`src/rtl/spike_counter_mc.sv`:
```
// Multi-channel spike-rate counter: counts rising spike edges per channel and
// latches every channel's count together at each window boundary.
module spike_counter_mc #(
   parameter int unsigned N_CH          = 4,
   parameter int unsigned CNT_W         = 32,
   parameter int unsigned MODE_INTERNAL = 0,
   parameter int unsigned WIN_CYCLES    = 1000
) (
   input  logic                   clk,
   input  logic                   reset,
   input  logic [N_CH-1:0]        spike,
   input  logic                   slow_clk,
   input  logic                   enable,
   output logic [N_CH*CNT_W-1:0]  cnt_out,
   output logic                   cnt_valid,
   output logic [N_CH-1:0]        overflow,
   output logic [N_CH-1:0]        silent,
   output logic [15:0]            window_idx
);

   localparam int unsigned IDX_W    = 16;
   localparam int unsigned PER_W    = (WIN_CYCLES > 2) ? $clog2(WIN_CYCLES) : 1;
   localparam bit          INT_MODE = (MODE_INTERNAL != 0);

   logic [N_CH-1:0]  r_spike_d;
   logic             r_slow_d;
   logic [PER_W-1:0] r_period;
   logic             r_valid;
   logic [IDX_W-1:0] r_win_idx;

   logic [N_CH-1:0]  w_edge;
   logic             w_per_last;
   logic             w_ext_bnd;
   logic             w_bnd;

   assign w_edge     = spike & ~r_spike_d & {N_CH{enable}};
   assign w_per_last = (r_period == PER_W'(WIN_CYCLES - 1));
   assign w_ext_bnd  = slow_clk & ~r_slow_d;
   assign w_bnd      = INT_MODE ? w_per_last : w_ext_bnd;

   // Input history is captured during reset too, so lines already high at release give no edge.
   always_ff @(posedge clk) begin
      r_spike_d <= spike;
      r_slow_d  <= slow_clk;
   end

   // Period counter only advances in internal mode; it wraps on the boundary cycle.
   always_ff @(posedge clk) begin
      if (reset || !INT_MODE || w_per_last) begin
         r_period <= '0;
      end else begin
         r_period <= r_period + PER_W'(1);
      end
   end

   // Window index is written every cycle so it always tracks its own value plus the boundary.
   always_ff @(posedge clk) begin
      if (reset) begin
         r_valid   <= 1'b0;
         r_win_idx <= '0;
      end else begin
         r_valid   <= w_bnd;
         r_win_idx <= r_win_idx + IDX_W'(w_bnd);
      end
   end

   assign cnt_valid  = r_valid;
   assign window_idx = r_win_idx;

   for (genvar i = 0; i < N_CH; i++) begin : g_ch
      logic [CNT_W-1:0] r_acc;
      logic             r_ovf_acc;
      logic [CNT_W-1:0] r_cnt;
      logic             r_ovf;
      logic             r_sil;
      logic             w_full;

      assign w_full = &r_acc;

      // Saturating accumulator; an edge on the boundary cycle opens the new window.
      always_ff @(posedge clk) begin
         if (reset) begin
            r_acc     <= '0;
            r_ovf_acc <= 1'b0;
            r_cnt     <= '0;
            r_ovf     <= 1'b0;
            r_sil     <= 1'b0;
         end else if (w_bnd) begin
            r_cnt     <= r_acc;
            r_ovf     <= r_ovf_acc;
            r_sil     <= (r_acc == '0);
            r_acc     <= CNT_W'(w_edge[i]);
            r_ovf_acc <= 1'b0;
         end else if (w_edge[i]) begin
            if (w_full) begin
               r_ovf_acc <= 1'b1;
            end else begin
               r_acc <= r_acc + CNT_W'(1);
            end
         end
      end

      assign cnt_out[i*CNT_W +: CNT_W] = r_cnt;
      assign overflow[i]               = r_ovf;
      assign silent[i]                 = r_sil;
   end

endmodule

```
`config.mk`:
```
export PLATFORM = sky130hd
export DESIGN_NAME = spike_counter_mc
export DESIGN_NICKNAME = d
export VERILOG_FILES = /design/src/rtl/spike_counter_mc.sv
export SDC_FILE = /design/constraint.sdc
export NUM_CORES = 1
export LEC_CHECK = 0
export CAP_MARGIN = 30
export CORE_AREA = 2 2 155 157
export CTS_CLUSTER_DIAMETER = 80
export DETAILED_ROUTE_END_ITERATION = 12
export DIE_AREA = 0 0 157 159
export DONT_BUFFER_PORTS = 1
export MAX_ROUTING_LAYER = met4
export PLACE_DENSITY = 0.7
export SYNTH_ARGS = -nofsm -noshare
export SYNTH_HDL_FRONTEND = slang
export SYNTH_SLANG_ARGS = --single-unit
```
`constraint.sdc`:
```
create_clock -name clk -period 3.8 [get_ports clk]
set_input_delay 0.76 -clock clk [delete_from_list [all_inputs] [get_ports clk]]
set_output_delay 0.76 -clock clk [all_outputs]
set_load 0.005 [all_outputs]
```
# Word level (Yosys, flattened, before mapping)
# Cells that the tools add are included.
dict set report totals {
  input_bits 8
  mem_bits_rw 0
  rom_bits 0
  regBits 290
  wordCells 83
  n_memories 0
  out_inout_bits 153
  latch_bits 0
}
dict set report op_classes {
  eq_ne 4
  addsub 5
  div_mod_pow 0
  bitwise 9
  n_lt_le_gt_ge 0
  n_shift 0
  n_mul 0
  reduce_logical 25
  n_mux 12
}
# operator n
set ops {}
lappend ops {{AND reduction 33 bit} 4}
lappend ops {{adder 32 x 1 -> 32 bit (second input constant)} 4}
lappend ops {{logical NOT 32 bit} 4}
lappend ops {{AND reduction 32 bit} 4}
lappend ops {{adder 16 x 1 -> 16 bit} 1}
lappend ops {{AND reduction 2 bit} 8}
lappend ops {{two-way mux 1 bit} 12}
lappend ops {{bitwise AND 4 bit} 2}
lappend ops {{inequality test 2 bit (second input constant)} 4}
lappend ops {{nonzero test 2 bit} 4}
lappend ops {{inverter 1 bit} 5}
lappend ops {{inverter 4 bit} 1}
lappend ops {{OR reduction 2 bit} 1}
lappend ops {{bitwise AND 1 bit} 1}

# Depth between registers and ports, before layout
dict set report logic_depth {
  word_depth 5
  ltp_mapped 10
  ltp_nobuf 8
}

# Worst setup path after synthesis
# No wires, ideal clock.
dict set report synth_timing {
  kind {input to register}
  startpoint {input slow_clk}
  endpoint {register r_win_idx[15] (netlist: window_idx[15])}
  required_ns 3.730
  stages 10
  setup_ns 0.070
  slack_ns 1.078
  t_arrival_ns 2.651
  n_path_buf 2
  cell_sequence {nand2b_1 -> inv_1 -> clkbuf_1 -> clkbuf_1 -> ha_1 -> and3_1 -> and2_1 -> nand3_1 -> or3_1 -> a21oi_1}
}
dict set report synth_between {
  elab_chain_len 2
}
# item line
set synth_lines {}
lappend synth_lines {{from (decl)} 12} ;# input logic slow_clk,
lappend synth_lines {{bitwise AND 1 bit} 38} ;# assign w_ext_bnd = slow_clk & ~r_slow_d;
lappend synth_lines {{via w_bnd} 34} ;# logic w_bnd;
lappend synth_lines {{adder 16 x 1 -> 16 bit} 63} ;# r_win_idx <= r_win_idx + IDX_W'(w_bnd);
lappend synth_lines {{to (signal assigned)} 63}
lappend synth_lines {{to (decl)} 29} ;# logic [IDX_W-1:0] r_win_idx;
# The timed path passes the listed nets, and every way through them passes these cells.
# A chain may end at the register's enable or synchronous reset.

# Final worst setup path
dict set report layout_timing {
  startpoint {register g_ch[2].r_acc[0]}
  endpoint {register g_ch[2].r_acc[18]}
}
dict set report layout_between {
  elab_chain_len 3
}
# item line
set layout_lines {}
lappend layout_lines {{from (decl)} 71} ;# logic [CNT_W-1:0] r_acc;
lappend layout_lines {{from (signal assigned)} 92} ;# r_acc <= CNT_W'(w_edge[i]);
lappend layout_lines {{from (signal assigned)} 98} ;# r_acc <= r_acc + CNT_W'(1);
lappend layout_lines {{parallel branches: the longest is 3 deep, another holds adder 32 x 1 -> 32 bit} n/a}
# Several ways; the timed one is not identified.

==> flow_metrics.tcl <==
set metrics [dict create \
    leakagePower_nw 4.193 \
    cp-end-kind "flip-flop" \
    period_share 0.7098 \
    io_buffers 0 \
    synth_top_cell_by_area "dfxtp_1" \
    grt_pass1_vias 10180 \
    area_delta_synth_final_pct 8.150 \
    crit_chain "ha_1 > and4_1 > nand4_1 > o21ai_1 > buf_4 > or3_1 > a21oi_1" \
    synth_xor_area_frac 0.02562 \
    die-area_um2 24960 \
    outcome "finished clean" \
    via_count 10990 \
    track_usage 0.2447 \
    crit_buf_inv 1 \
    rsz0062_at_grt "false" \
    worst_ir_drop_vdd_mv 0.3704 \
    n_fill_cell 2119 \
    fmax_ghz 0.3707 \
    antenna_found_initial 0 \
    async_flop_share 0 \
    synthAdderAreaFrac 0.009891 \
    vias_per_cell 5.996 \
    hp-class "in -> reg" \
    finalSetupViolCount 0 \
    required_ns 4.19 \
    crit_slowest_cell "o21ai_1" \
    root_buffer "clkbuf_16" \
    detail_route.first_pass.iterations 5 \
    dp.cells 1779 \
    synth_common_cells "nand2_1, dfxtp_1, a21oi_1" \
    drtIter0Drc 865 \
    grt.overflow.total 0 \
    cts_buffer_depth 3 \
    synth.mux.area_fraction 0.002374 \
    synth_edf_count 0 \
    ys_seq_area_frac 0.4590 \
    fin_area_um2 13680 \
    fin_worst_skew_ns 0.01100 \
    setup_slack_ns 1.103 \
    crit_cells 7 \
    synth_compound_area_frac 0.1610 \
    yosys_warnings 0 \
    syn_inst 1576 \
    drt.antenna.violating_nets 0 \
    ys_ff_latch 290 \
    nets 1510 \
    wl_per_cell_um 16.48 \
    cp.arrival_ns 3.09 \
    clk_pin_slew_ns 0.06 \
    synth_top_family_by_area "simple AND/OR/NAND/NOR gates" \
    synthTopCellsByArea "dfxtp_1, nand2_1, a21oi_1" \
    holdWs_ns 0.2343 \
    yosysTopAreaCellShare 0.4590 \
    cts_setup_buffers 0 \
    holdPathStages 0 \
    finalHoldViolCount 0 \
    maxSlewViolCount 0 \
    power.density_nw_per_um2 451.7 \
    syn_area_per_cell_um2 8.026 \
    top_level_ports 161 \
    die_y_um 159 \
    fin_cells 1833 \
    antenna_cells 0 \
    syn_nets 1594 \
    yosys_most_used_dff "dfxtp_1" \
    postCtsHoldBufs 0 \
    die_w_um 157 \
    cp_top_family "simple AND/OR/NAND/NOR gates" \
    cap_viol_max_count 0 \
    start_util 0.5454 \
    period_minus_slack_ns 2.697 \
    grt_pass1_wl_um 50380 \
    cts_resized 0 \
    htreeDepth 1 \
    cts_tree "built" \
    cts_buffers 30 \
    rows 56 \
    core_um2 23190 \
    criticalPathCategory "reg -> reg" \
    max_slew_margin 0.3841 \
    synth-simple-area-share 0.2938 \
    tns_ns 0 \
    netlist_area_um2 12650 \
    reg2reg_depth 7 \
    gp_congestion 0.8454 \
    synth.most_common_cell "nand2_1" \
    ys_types 57 \
    cp_slowest_stage_delay_ns 0.60 \
    post-dp-hpwl_um 19210 \
    start_kind "flip-flop" \
    wl_um 30210 \
    clk_latency_ns 0.55 \
    drc 0 \
    cts_sinks 290 \
    path_max_fanout 19 \
    layout-drive-gt1-share 0.05614 \
    grt_max_degree 163 \
    place_ws_ns 1.051 \
    placed_area_um2 12650 \
    worstMarginPinSlew_ns 0.9095 \
]
through the flow:
step | utilization | total power [mW]
2_1_floorplan | - | 3.249
3_3_place_gp | 0.5448 | 3.259
3_5_place_dp | 0.5453 | 3.260
4_1_cts | 0.5899 | 6.242
5_1_grt | 0.5899 | 6.394
6_report | 0.5899 | 6.179
state kept, by name, indices dropped and copies added, names as in the netlist:
register	flops
cnt_valid	1
g_ch.r_acc	128
g_ch.r_cnt	128
g_ch.r_ovf	4
g_ch.r_ovf_acc	4
g_ch.r_sil	4
r_slow_d	1
r_spike_d	4
window_idx	16
metal layers:
| metal | vias up | routed length [um] | track usage |
|---|---|---|---|
| met4 | 0 | 531 | 0.06088 |
| li1 | 5472 | - | - |
| met3 | 48 | 2164 | 0.05525 |
| met2 | 306 | 13850 | 0.3872 |
| met5 | - | 0 | - |
| met1 | 5164 | 13670 | 0.3178 |
area by class of cell:
class | instances | area [um^2] | share of cell area
sequential | 290 | 5806 | 0.4244
clock inverter | 5 | 50.05 | 0.003658
timing repair buffer | 13 | 113.9 | 0.008323
tap | 319 | 399.1 | 0.02918
inverter | 19 | 73.82 | 0.005396
multi-input combinational | 1138 | 6255 | 0.4572
clock buffer | 49 | 983.4 | 0.07189
where the power goes:
| group | switching [mW] | total (mW) | internal [mW] |
|---|---|---|---|
| Combinational | 0.104 | 0.130 | 0.0265 |
| Clock | 1.17 | 2.99 | 1.82 |
| Sequential | 0.0104 | 3.06 | 3.05 |
| Total | 1.29 | 6.18 | 4.89 |
cells by family (layout without fill, tap and decap cells):
logic type / Yosys count / in the layout
AOI/OAI and AO/OA: 355 / 355
xor gates and xnor gates: 37 / 37
adders and majority gates: 10 / 10
buffers and inverters: 148 / 86
DFF: 290 / 290
muxes: 3 / 3
and+or+nand+nor: 733 / 733
cell usage in the layout (no fill, tap or decap), types with 8 or more instances in the layout:
| cell type | netlist | routed |
|---|---|---|
| and2_1 | 9 | 9 |
| xor2_1 | 9 | 9 |
| nand3_1 | 52 | 52 |
| and3_1 | 12 | 12 |
| nor2_1 | 62 | 61 |
| ha_1 | 10 | 10 |
| o31ai_1 | 33 | 33 |
| clkbuf_16 | 0 | 31 |
| o21ai_0 | 43 | 43 |
| inv_1 | 19 | 18 |
| or4_1 | 41 | 41 |
| and4_1 | 26 | 26 |
| clkbuf_8 | 0 | 14 |
| nand4_1 | 60 | 60 |
| nand2_1 | 327 | 327 |
| buf_4 | 10 | 11 |
| a21oi_1 | 222 | 222 |
| nor3_1 | 22 | 21 |
| o21a_1 | 8 | 8 |
| nor4_1 | 43 | 43 |
| or3_1 | 40 | 40 |
| xnor2_1 | 28 | 28 |
| o211ai_1 | 11 | 11 |
| dfxtp_1 | 290 | 290 |
worst register-to-register path, stage by stage (launching register included):
cell and delay (ns):
dfxtp_1 0.45, ha_1 0.28, and4_1 0.32, nand4_1 0.38, o21ai_1 0.60, buf_4 0.32
or3_1 0.14, a21oi_1 0.06
path summary, 6_finish.rpt:
path         slack, ns           endpoint         startpoint
max               1.10  g_ch[2].r_acc[18]   g_ch[2].r_acc[0]
min               0.23           r_slow_d           slow_clk
max reg2reg       1.10  g_ch[2].r_acc[18]   g_ch[2].r_acc[0]
min reg2reg       0.46      g_ch[2].r_ovf  g_ch[2].r_ovf_acc
Power figures use the tool's default switching activity.
